[src/rtl/mem_arb_pkg.sv]
// Shared types and constants for the unified instruction/data memory arbiter.
package mem_arb_pkg;

    typedef enum logic [1:0] {
        IDLE,
        I_WAIT,
        D_WAIT
    } arb_state_t;

    localparam logic OWN_I = 1'b0;
    localparam logic OWN_D = 1'b1;

    localparam int unsigned STREAK_W = 4;

endpackage

[src/rtl/unified_mem_arbiter.sv]
// Arbitrates the core's fetch (I) and load/store (D) ports onto one single-port memory.
// Data has priority, bounded by a streak limit so a pending fetch cannot starve.
module unified_mem_arbiter
    import mem_arb_pkg::*;
#(
    parameter int unsigned AW           = 32,
    parameter int unsigned DW           = 32,
    parameter int unsigned MAX_D_STREAK = 4
) (
    input  logic          clk,
    input  logic          reset,
    input  logic          i_req,
    input  logic [AW-1:0] i_addr,
    input  logic          i_flush,
    output logic [DW-1:0] i_rdata,
    output logic          i_ack,
    output logic          i_stall,
    input  logic          d_req,
    input  logic          d_we,
    input  logic [AW-1:0] d_addr,
    input  logic [DW-1:0] d_wdata,
    output logic [DW-1:0] d_rdata,
    output logic          d_ack,
    output logic          d_stall,
    output logic          mem_req,
    output logic          mem_we,
    output logic [AW-1:0] mem_addr,
    output logic [DW-1:0] mem_wdata,
    input  logic [DW-1:0] mem_rdata,
    input  logic          mem_ack
);

    localparam logic [STREAK_W-1:0] STREAK_MAX = STREAK_W'(MAX_D_STREAK);

    arb_state_t          stateQ, stateD;
    logic [STREAK_W-1:0] streakQ, streakD;
    logic                cancelQ, cancelD;
    logic                memReqQ, memReqD;
    logic                memWeQ, memWeD;
    logic [AW-1:0]       memAddrQ, memAddrD;
    logic [DW-1:0]       memWdataQ, memWdataD;
    logic                iAckQ, iAckD;
    logic                dAckQ, dAckD;
    logic [DW-1:0]       iRdataQ, iRdataD;
    logic [DW-1:0]       dRdataQ, dRdataD;

    logic iElig, dElig, grantValid, grantOwner;

    // A port whose ack is showing this cycle has not yet had a chance to drop its request.
    assign iElig = i_req & ~iAckQ & ~i_flush;
    assign dElig = d_req & ~dAckQ;

    always_comb begin
        grantValid = 1'b0;
        grantOwner = OWN_I;
        if (dElig && !((streakQ == STREAK_MAX) && iElig)) begin
            grantValid = 1'b1;
            grantOwner = OWN_D;
        end else if (iElig) begin
            grantValid = 1'b1;
            grantOwner = OWN_I;
        end
    end

    always_comb begin
        stateD    = stateQ;
        streakD   = streakQ;
        cancelD   = cancelQ;
        memReqD   = memReqQ;
        memWeD    = memWeQ;
        memAddrD  = memAddrQ;
        memWdataD = memWdataQ;
        iAckD     = 1'b0;
        dAckD     = 1'b0;
        iRdataD   = iRdataQ;
        dRdataD   = dRdataQ;

        unique case (stateQ)
            IDLE: begin
                if (grantValid) begin
                    memReqD = 1'b1;
                    if (grantOwner == OWN_D) begin
                        stateD    = D_WAIT;
                        memWeD    = d_we;
                        memAddrD  = d_addr;
                        memWdataD = d_wdata;
                        // Saturate at the limit so the forced-fetch condition stays reachable.
                        if (!i_req) begin
                            streakD = '0;
                        end else if (streakQ != STREAK_MAX) begin
                            streakD = streakQ + STREAK_W'(1);
                        end
                    end else begin
                        stateD    = I_WAIT;
                        memWeD    = 1'b0;
                        memAddrD  = i_addr;
                        memWdataD = '0;
                        streakD   = '0;
                    end
                end else if (!i_req) begin
                    streakD = '0;
                end
            end
            I_WAIT: begin
                if (mem_ack) begin
                    stateD  = IDLE;
                    memReqD = 1'b0;
                    memWeD  = 1'b0;
                    cancelD = 1'b0;
                    if (!(cancelQ || i_flush)) begin
                        iAckD   = 1'b1;
                        iRdataD = mem_rdata;
                    end
                end else if (i_flush) begin
                    cancelD = 1'b1;
                end
            end
            D_WAIT: begin
                if (mem_ack) begin
                    stateD  = IDLE;
                    memReqD = 1'b0;
                    memWeD  = 1'b0;
                    dAckD   = 1'b1;
                    if (!memWeQ) begin
                        dRdataD = mem_rdata;
                    end
                end
            end
            default: stateD = IDLE;
        endcase
    end

    always_ff @(posedge clk or posedge reset) begin
        if (reset) begin
            stateQ    <= IDLE;
            streakQ   <= '0;
            cancelQ   <= 1'b0;
            memReqQ   <= 1'b0;
            memWeQ    <= 1'b0;
            memAddrQ  <= '0;
            memWdataQ <= '0;
            iAckQ     <= 1'b0;
            dAckQ     <= 1'b0;
            iRdataQ   <= '0;
            dRdataQ   <= '0;
        end else begin
            stateQ    <= stateD;
            streakQ   <= streakD;
            cancelQ   <= cancelD;
            memReqQ   <= memReqD;
            memWeQ    <= memWeD;
            memAddrQ  <= memAddrD;
            memWdataQ <= memWdataD;
            iAckQ     <= iAckD;
            dAckQ     <= dAckD;
            iRdataQ   <= iRdataD;
            dRdataQ   <= dRdataD;
        end
    end

    assign mem_req   = memReqQ;
    assign mem_we    = memWeQ;
    assign mem_addr  = memAddrQ;
    assign mem_wdata = memWdataQ;
    assign i_ack     = iAckQ;
    assign d_ack     = dAckQ;
    assign i_rdata   = iRdataQ;
    assign d_rdata   = dRdataQ;
    assign i_stall   = i_req & ~iAckQ;
    assign d_stall   = d_req & ~dAckQ;

endmodule

[config.mk]
export PLATFORM = sky130hd
export DESIGN_NAME = unified_mem_arbiter
export DESIGN_NICKNAME = d
export VERILOG_FILES = /design/src/rtl/mem_arb_pkg.sv /design/src/rtl/unified_mem_arbiter.sv
export SDC_FILE = /design/constraint.sdc
export NUM_CORES = 1
export LEC_CHECK = 0
export BUFFER_PORTS_ARGS = -buffer_cell sky130_fd_sc_hd__buf_2
export CAP_MARGIN = 10
export CORE_AREA = 2 2 136 111
export CTS_CLUSTER_DIAMETER = 80
export CTS_CLUSTER_SIZE = 30
export DETAILED_ROUTE_END_ITERATION = 8
export DIE_AREA = 0 0 138 113
export PLACE_DENSITY = 0.71
export SLEW_MARGIN = 20
export SYNTH_ARGS = -nofsm -noshare
export SYNTH_HDL_FRONTEND = slang
export SYNTH_SLANG_ARGS = --single-unit
[constraint.sdc]
create_clock -name clk -period 3.9 [get_ports clk]
set_input_delay 0.195 -clock clk [delete_from_list [all_inputs] [get_ports clk]]
set_output_delay 0.195 -clock clk [all_outputs]
set_load 0.01 [all_outputs]
## After elaboration in Yosys (flattened, before gate mapping)

Cells that the tools add are included.

| cells by class | value |
|---|---|
| add/sub/neg operators | 1 |
| equality and inequality tests | 8 |
| multiplexer cells | 27 |
| bitwise operators | 8 |
| reduce and logical (&&, ||, !) cells | 15 |

Operator list:

| kind | number |
|---|---|
| 32-bit two-way mux | 2 |
| 4-bit two-way mux | 5 |
| 1-bit two-way mux | 14 |
| 3-bit AND reduction | 4 |
| 2-bit two-way mux | 3 |
| 2-bit AND reduction | 3 |
| 1-bit inverter | 5 |
| 4-bit by 1-bit adder with 4-bit output (second input constant) | 1 |
| 4-bit by 3-bit equality test with 1-bit output (second input constant) | 1 |
| 2-bit by 1-bit inequality test with 1-bit output (second input constant) | 2 |
| 4-bit by 3-bit inequality test with 1-bit output (second input constant) | 1 |
| 1-bit one-hot mux with 2 select lines | 2 |
| 2-bit one-hot mux with 2 select lines | 1 |
| 2-bit nonzero test | 2 |
| 1-bit bitwise AND | 3 |
| 3-bit by 2-bit inequality test with 1-bit output (second input constant) | 1 |
| 2-bit by 1-bit equality test with 1-bit output (second input constant) | 1 |
| 2-bit equality test (second input constant) | 1 |
| 1-bit logical AND | 2 |
| 2-bit zero test | 1 |
| 2-bit inequality test (second input constant) | 1 |
| 2-bit OR reduction | 1 |
| 1-bit zero test | 1 |
| 1-bit logical OR | 1 |

| word-level totals | value |
|---|---|
| register bits | 139 |
| input bits | 135 |
| output and inout port bits | 134 |
| word-level logic and storage cells | 70 |

## Logic depth before layout (Yosys ltp)

Gate-level depths: netlist (run 1).

| logic depth | value |
|---|---|
| depth in word-level cells | 10 |
| depth in mapped cells | 8 |
| depth with buffers taken out | 6 |

## Worst setup path after synthesis (run 1)

No wires, ideal clock.

| timing path | value |
|---|---|
| path kind | reg2reg |
| start | register stateQ[1] |
| end | register iRdataQ[10], in the netlist i_rdata[10] |
| library setup time | 0.125 ns |
| arrival | 1.700 ns |
| data required time | 3.775 ns |
| setup slack | 2.075 ns |
| stages on the path, launching flop included | 7 |
| buffers on the path | 1 |
| period minus slack after synthesis | 1.825 ns |
| path through | dfrtp_1 -> inv_1 -> ha_1 -> nand2_1 -> nor3_1 -> buf_2 -> mux2_2 |

| on the way | value |
|---|---|
| longest elaborated chain between the ends | 2 |

RTL lines:

| item | line | RTL |
|---|---|---|
| start, declared | unified_mem_arbiter.sv:35 | `arb_state_t stateQ, stateD;` |
| start signal, assigned | unified_mem_arbiter.sv:147 | `stateQ <= stateD;` |
| 2-bit by 1-bit equality test with 1-bit output | unified_mem_arbiter.sv:78 | `unique case (stateQ)` |
| 3-bit AND reduction (no line) | - |  |
| end signal, assigned | unified_mem_arbiter.sv:156 | `iRdataQ <= iRdataD;` |
| end, declared | unified_mem_arbiter.sv:44 | `logic [DW-1:0] iRdataQ, iRdataD;` |

Every way passes these cells.
A chain may end at the register's enable or synchronous reset.

## Final worst setup path (run 1)

| timing path | value |
|---|---|
| start | register dAckQ, in the netlist d_ack |
| end | register memWdataQ[19], in the netlist mem_wdata[19] |

| on the way | value |
|---|---|
| longest elaborated chain between the ends | 5 |
| elaborated cells between the ends (all ways) | 7 |
| those cells by class | mux: 3; bitwise: 2; reduce/logical: 2 |

RTL lines:

| item | line | RTL |
|---|---|---|
| start, declared | unified_mem_arbiter.sv:43 | `logic dAckQ, dAckD;` |
| start signal, assigned | unified_mem_arbiter.sv:155 | `dAckQ <= dAckD;` |
| 1-bit inverter (*) | unified_mem_arbiter.sv:51 | `assign dElig = d_req & ~dAckQ;` |
| 1-bit bitwise AND (*) | unified_mem_arbiter.sv:51 |  |
| 1-bit logical AND (*) | unified_mem_arbiter.sv:56 | `if (dElig && !((streakQ == STREAK_MAX) && iElig)) begin` |
| 1-bit two-way mux | unified_mem_arbiter.sv:56 |  |
| 32-bit two-way mux / 2-bit AND reduction (equally long branches) | - |  |
| end signal, assigned | unified_mem_arbiter.sv:153 | `memWdataQ <= memWdataD;` |
| end, declared | unified_mem_arbiter.sv:41 | `logic [DW-1:0] memWdataQ, memWdataD;` |

Every way passes the cells marked *; elsewhere a longest branch is shown, timed or not.

==> metrics.txt, run 1 <==
utilization of the core after routing 0.5729; final antenna diode count 0; share of power burned in the clock network 0.269; total core area 14150 µm²; Placer Congestion 0.8248; global-route wire length before repair 23520 µm; number of gates given a new drive strength after cts 0; DRC viols 0; IO buf count 268; start-to-end type of the worst setup path flop to flop; share of the synthesized area in the top cell type 0.6203; Post-synth EDFFs 0; vias per cell between 4 and 5; mean routed wirelength per cell 16.03 µm; residual overflow from global routing 0; CTS tree built; sw power 2256 µW; setup violation total in the final timing report 0; DRT antenna net count 0; slew margin rel. 0.3810; fraction of registers with async set/reset 1.000; netlist area before placement ~5600 µm²; warnings from Yosys 0; worst endpoint data arrival time 2.47 ns; largest fanout of any net on the critical path 45; CTS H-tree depth 4; clock slew at reported path FFs 0.06 ns; Overall Global Routing Usage 0.1890; reported max-cap violation count 0; hold_buf cts 29; Layout area overhead 44.56%; total count of hold-check failures in the final report 0; site row count 39; data required time at the worst endpoint 4.24 ns; height of the die 113 µm; sequential-to-total area share from yosys stat 0.6203; iteration-0 DRC count of the detailed router 217; Max VDD drop 0.4134 mV; maximum number of pins on one net before global-route repair 76; count of clock tree sinks 139; Starting Density 0.3963; Worst setup EP type flop; dominant synthesized flop cell sky130_fd_sc_hd__dfrtp_1; Ports 269; drt total wl 14590 µm; unrepaired setup endpoints after global routing false; vias in the first global route 4822; clock tree skew after final layout 0.006839 ns; Setup TNS 0 ns; transition at the pin with the smallest max-transition slack 0.9286 ns; nets@finish about 850; count of different cell masters after synthesis 37; synthesized flop and latch total 139; post-CTS setup repair buffer count 0; Static Leakage 0.004187 µW; period utilisation layout 0.5458; path type of the worst min-delay path primary input to flop; cell taking the most area after synthesis sky130_fd_sc_hd__dfrtp_1; synth top area cells sky130_fd_sc_hd__dfrtp_1 (62%), sky130_fd_sc_hd__mux2_2 (13%), sky130_fd_sc_hd__mux2i_1 (5.7%); commonest cells in the synthesized netlist sky130_fd_sc_hd__dfrtp_1 (139), sky130_fd_sc_hd__mux2_2 (63), sky130_fd_sc_hd__nand2_1 (41), sky130_fd_sc_hd__o21ai_0 (37); power density cells 836.6 nW/µm²; Max Slew Vio Count 0; DR vias 4407; maximum clock insertion buffer count 2; most common cell in the netlist sky130_fd_sc_hd__dfrtp_1; share of power burned in combinational logic 0.364; switching power as a share of total power 0.3327; clock latency on the worst-skew pair 0.41 ns; time the final worst path needs with I/O delays and setup around 2.1 ns; mean post-synth cell area 13.45 µm²; synthesized net count approximately 560; half-perimeter wire length of the detailed placement result between 10000 and 15000 µm; clock tree root buffer cell sky130_fd_sc_hd__clkbuf_16; sequential share of power 0.368; TritonCTS Buffers 17; number of antenna violations at the first check in global routing 0; status complete, no violations; count of TritonRoute iterations in the first routing pass 4; fraction of layout instances using a drive strength above 1 0.5179; synthesized instance count 417; total die area around 16000 µm²; Die Wd about 140 µm; number of fill cells in the layout 1200; Startpoint Class flop; Cell Int Power roughly 4500 µW; achievable clock frequency 469.8 MHz
==> path summary, 6_finish.rpt <==
kind	to	from	slack, ns	cells after the start
setup reg to reg	mem_wdata[19]	d_ack	1.77	6
hold reg to reg	i_ack	cancelQ	0.45	1
max in group asynchronous	streakQ[0]	reset	3.18	3
min in group asynchronous	d_rdata[8]	reset	0.05	3
hold / removal	mem_wdata[3]	d_wdata[3]	0.02	2
setup / recovery	mem_wdata[19]	d_ack	1.77	6
==> critical path, stage by stage (launching register included) <==
cell                       delay (ns)
sky130_fd_sc_hd__dfrtp_1         0.34
sky130_fd_sc_hd__nand2b_1        0.22
sky130_fd_sc_hd__inv_2           0.11
sky130_fd_sc_hd__o21ai_4         0.48
sky130_fd_sc_hd__buf_16          0.23
sky130_fd_sc_hd__buf_4           0.40
sky130_fd_sc_hd__a22o_1          0.24
==> sequential cells by signal, indices dropped and copies added, names as in the netlist <==
name	flops
mem_wdata	32
mem_addr	32
cancelQ	1
d_ack	1
mem_we	1
i_ack	1
mem_req	1
d_rdata	32
stateQ	2
i_rdata	32
streakQ	4
==> power by group through the flow <==
stage | Combinational, µW | Sequential [µW] | Clock, µW
after floorplan | 1120 | 2790 | 0
after global placement | 2350 | 2480 | 0
after detailed placement | 2430 | 2500 | 0
after CTS | 2450 | 2490 | 1860
after global routing | 2680 | 2580 | 1940
final | 2470 | 2490 | 1820
==> metrics by stage <==
stage | setup WS, ns | cell area, µm² | hold slack, ns | total power, µW | cells
6_report | 1.771 | 8107 | 0.02153 | 6782 | 910
3_3_place_gp | 1.638 | 7116 | 0.4114 | 4832 | 849
4_1_cts | 1.532 | 8078 | 0.005782 | 6809 | 909
5_1_grt | 1.571 | 8107 | 0.003192 | 7196 | 910
2_1_floorplan | 1.970 | 5612 | 0.2807 | 3911 | 417
3_5_place_dp | 1.532 | 7116 | 0.4180 | 4933 | 849
==> cells in the final DEF (no fill, tap or decap), types with 2 or more instances in the layout <==
cell type	count
sky130_fd_sc_hd__inv_1	6
sky130_fd_sc_hd__buf_4	6
sky130_fd_sc_hd__clkinv_2	2
sky130_fd_sc_hd__nand2b_1	4
sky130_fd_sc_hd__mux2i_1	32
sky130_fd_sc_hd__mux2_2	63
sky130_fd_sc_hd__dlygate4sd3_1	29
sky130_fd_sc_hd__bufinv_16	6
sky130_fd_sc_hd__clkbuf_8	2
sky130_fd_sc_hd__ha_1	5
sky130_fd_sc_hd__clkinvlp_4	2
sky130_fd_sc_hd__a21oi_1	4
sky130_fd_sc_hd__clkbuf_16	17
sky130_fd_sc_hd__o21ai_0	37
sky130_fd_sc_hd__nand2_1	41
sky130_fd_sc_hd__o22ai_1	2
sky130_fd_sc_hd__buf_2	268
sky130_fd_sc_hd__nor2b_1	2
sky130_fd_sc_hd__nand3_1	3
sky130_fd_sc_hd__a22o_1	32
sky130_fd_sc_hd__dfrtp_1	139
==> layout make-up <==
type	instances	area, µm²	share of cell area
Tap cell	184	230.2	0.02840
Timing Repair Buffer	304	1704	0.2102
Sequential cell	139	3478	0.4291
Clock buffer	20	456.7	0.05634
Clock inverter	11	215.2	0.02655
Multi-Input combinational cell	244	1988	0.2453
Inverter	8	33.78	0.004167
==> routing by layer <==
metal / vias up / GRT usage / part of all wire
met1: 2177 / 0.2171 / 0.40
li1: 2077 / - / -
met4: 0 / 0.08163 / 0.027
met3: 32 / 0.04867 / 0.040
met2: 121 / 0.3373 / 0.53
met5: - / 0 / 0
==> cells by family after synthesis <==
family                   after synthesis  synth area share
multiplexers                          96            0.1856
AND/OR/NAND/NOR                       61           0.05265
AO/OA/AOI/OAI                         82           0.09862
buffers and inverters                 34           0.03168
flip-flops                           139            0.6203
adder cells (fa/ha/maj)                5           0.01116
(Power assumes the default switching activity.)
==> run 2: changes to the inputs <==
--- a/config.mk
+++ b/config.mk
@@ -12,7 +12,7 @@
 export CTS_CLUSTER_SIZE = 30
 export DETAILED_ROUTE_END_ITERATION = 8
 export DIE_AREA = 0 0 138 113
-export PLACE_DENSITY = 0.71
+export PLACE_DENSITY = 0.68
 export SLEW_MARGIN = 20
 export SYNTH_ARGS = -nofsm -noshare
 export SYNTH_HDL_FRONTEND = slang
==> constraint.sdc (replaced) <==
create_clock -name clk -period 2.1 [get_ports clk]
set_input_delay 0.105 -clock clk [delete_from_list [all_inputs] [get_ports clk]]
set_output_delay 0.105 -clock clk [all_outputs]
set_load 0.01 [all_outputs]
==> metrics.txt, run 2 (same netlist as run 1, synthesis figures left out) <==
share of power burned in combinational logic 0.386 (+0.022); final antenna diode count 0 (unchanged); clock tree root buffer cell sky130_fd_sc_hd__clkbuf_16; IO buf count 268 (unchanged); Ports 269 (unchanged); share of power burned in the clock network 0.237 (-0.032); Worst setup EP type flop; hold-critical path depth 3 (+1); cell total after placement 851 (+0.24%); total die area 15590 µm² (unchanged); maximum number of pins on one net before global-route repair 140 (+84%); switching power as a share of total power 0.3456 (+0.01293); Max Slew Vio Count 0 (unchanged); Static Leakage 0.004464 µW (+6.6%); final worst setup slack 0.3204 ns (-1.451 ns); reported max-cap violation count 0 (unchanged); time the final worst path needs with I/O delays and setup 1.780 ns (-0.3491 ns); count of clock tree sinks 139 (unchanged); commonest cells after routing, fill and taps aside sky130_fd_sc_hd__buf_2 (268), sky130_fd_sc_hd__dfrtp_1 (139), sky130_fd_sc_hd__dlygate4sd3_1 (100), sky130_fd_sc_hd__mux2_2 (63), sky130_fd_sc_hd__nand2_1 (41); period utilisation layout 0.8474 (+0.3016); status complete, no violations; Die Wd 138 µm (unchanged); height of the die 113 µm (unchanged); global-route wire length before repair 25210 µm (+7.2%); power density cells 1397 nW/µm² (+67%); Post-Layout Inst Area 8792 µm² (+8.5%); slew margin rel. 0.5020 (+0.1210); CTS H-tree depth 4 (unchanged); maximum clock insertion buffer count 2 (unchanged); Placer Congestion 0.8897 (+7.9%); most frequent standard cell in the layout excluding fill and tap cells sky130_fd_sc_hd__buf_2; total cell area at the placement stage 7206 µm² (+1.3%); start-to-end type of the worst setup path flop to flop; site row count 39 (unchanged); unrepaired setup endpoints after global routing false; drt total wl 15720 µm (+7.8%); transition at the pin with the smallest max-transition slack 0.7471 ns (-0.1815 ns); vias in the first global route 5062 (+5.0%); setup violation total in the final timing report 0 (unchanged); Overall Global Routing Usage 0.2025 (+0.01350); DRC viols 0 (unchanged); clock latency on the worst-skew pair 0.41 ns (about the same); fraction of layout instances using a drive strength above 1 0.4718 (-0.04607); Cell Int Power 8040 µW (+78%); mean routed wirelength per cell 15.99 µm (-0.22%); worst endpoint data arrival time 2.07 ns (-0.40 ns); data required time at the worst endpoint 2.39 ns (-1.85 ns); achievable clock frequency 561.9 MHz (+20%); vias per cell 4.760 (-1.7%); total core area 14150 µm² (unchanged); half-perimeter wire length of the detailed placement result 10340 µm (-0.40%); largest fanout of any net on the critical path 32 (-29%); Starting Density 0.3963 (unchanged); number of antenna violations at the first check in global routing 0 (unchanged); Slowest cell on crit path sky130_fd_sc_hd__dfrtp_1; Max VDD drop 0.7825 mV (+89%); number of cells traversed by the worst register-to-register path 5 (-1); DRT antenna net count 0 (unchanged); final total power 12290 µW (+81%); iteration-0 DRC count of the detailed router 210 (-3.2%); path type of the worst min-delay path primary input to flop; sequential share of power 0.376 (+0.008); TritonCTS Buffers 17 (unchanged); Startpoint Class flop; clock slew at reported path FFs 0.06 ns (about the same); residual overflow from global routing 0 (unchanged); count of TritonRoute iterations in the first routing pass 6 (+2); post-placement setup slack 0.3201 ns (-1.212 ns); sw power 4246 µW (+88%); Setup TNS 0 ns (unchanged); FF-to-FF setup slack 0.32 ns (-1.45 ns); clock tree skew after final layout 0.01087 ns (+0.004029 ns); total count of hold-check failures in the final report 0 (unchanged); CTS tree built; largest incremental delay on the critical path 0.42 ns (-0.06 ns); Layout area overhead 56.78%; nets@finish 926 (+8.4%); ordered cell list for the critical path nor3b_4, a41oi_4, and2_1, buf_12, a22o_1; count of non-filler cells in the finished layout 983 (+8.0%); DR vias 4679 (+6.2%)
## run 2: changes by cell type in the layout (fill, tap and decap cells not counted)
cell and delta:
sky130_fd_sc_hd__clkbuf_8 -1, sky130_fd_sc_hd__bufinv_16 -4, sky130_fd_sc_hd__clkinvlp_4 +1, sky130_fd_sc_hd__clkinv_2 +1, sky130_fd_sc_hd__buf_16 -1, sky130_fd_sc_hd__buf_4 -4, sky130_fd_sc_hd__inv_6 +1, sky130_fd_sc_hd__clkinv_4 +3
sky130_fd_sc_hd__buf_12 +6, sky130_fd_sc_hd__dlygate4sd3_1 +71, sky130_fd_sc_hd__and2_1 +1, sky130_fd_sc_hd__and2_2 -1
## run 2: metrics by stage
| stage | hold WS [ns] | utilization |
|---|---|---|
| after floorplan | 0.1907 | - |
| after detailed placement | 0.3255 | 0.5092 |
| after global routing | 0.008339 | 0.6213 |
| after CTS | 0.0002585 | 0.6213 |
| after global placement | 0.3206 | 0.5092 |
| final | 0.005247 | 0.6213 |
## run 2: routing by layer
metal / global-route usage / up-vias / wire (µm)
met5: 0 / - / 0
met4: 0.05986 / 0 / 247
met3: 0.06136 / 21 / 737
met2: 0.3663 / 146 / 8441
met1: 0.2336 / 2284 / 6296
li1: - / 2228 / -
## run 2: repair_timing
item / 4_1_cts / 5_1_grt
endpoints found under the hold margin: 255 / 0
hold buffers: 100 / 0
setup buffers: 0 / 0
gates resized for setup: 0 / 0
## run 2: cell type report
class                      count  area (µm²)
fill                        1113        5359
sequential                   139        3478
timing repair buffer         376        2477
multi-input combinational    244        1987
clock buffer                  19       442.9
tap                          184       230.2
clock inverter                13       142.6
inverter                       8       33.78
## run 2: worst max-delay path: cells and delay by family (launching register included)
kind                   cells  cell delay (ns)
and+or+nand+nor            2             0.66
DFF                        1             0.42
AOI/OAI and AO/OA          2             0.39
buffers and inverters      1             0.18
## run 2: worst paths after layout
check                       startpoint       endpoint
max                              i_ack  mem_wdata[24]
min                          d_addr[2]    mem_addr[2]
max reg2reg                      i_ack  mem_wdata[24]
min reg2reg                mem_addr[4]    mem_addr[4]
max in group asynchronous        reset     streakQ[3]
min in group asynchronous        reset     i_rdata[5]
## run 2: power by group through the flow
stage | clock network, µW | logic [µW] | registers, µW
final | 2920 | 4740 | 4620
after CTS | 2980 | 4780 | 4620
after global placement | 0 | 4520 | 4570
after floorplan | 0 | 2080 | 5180
after detailed placement | 0 | 4650 | 4630
after global routing | 3100 | 5150 | 4770
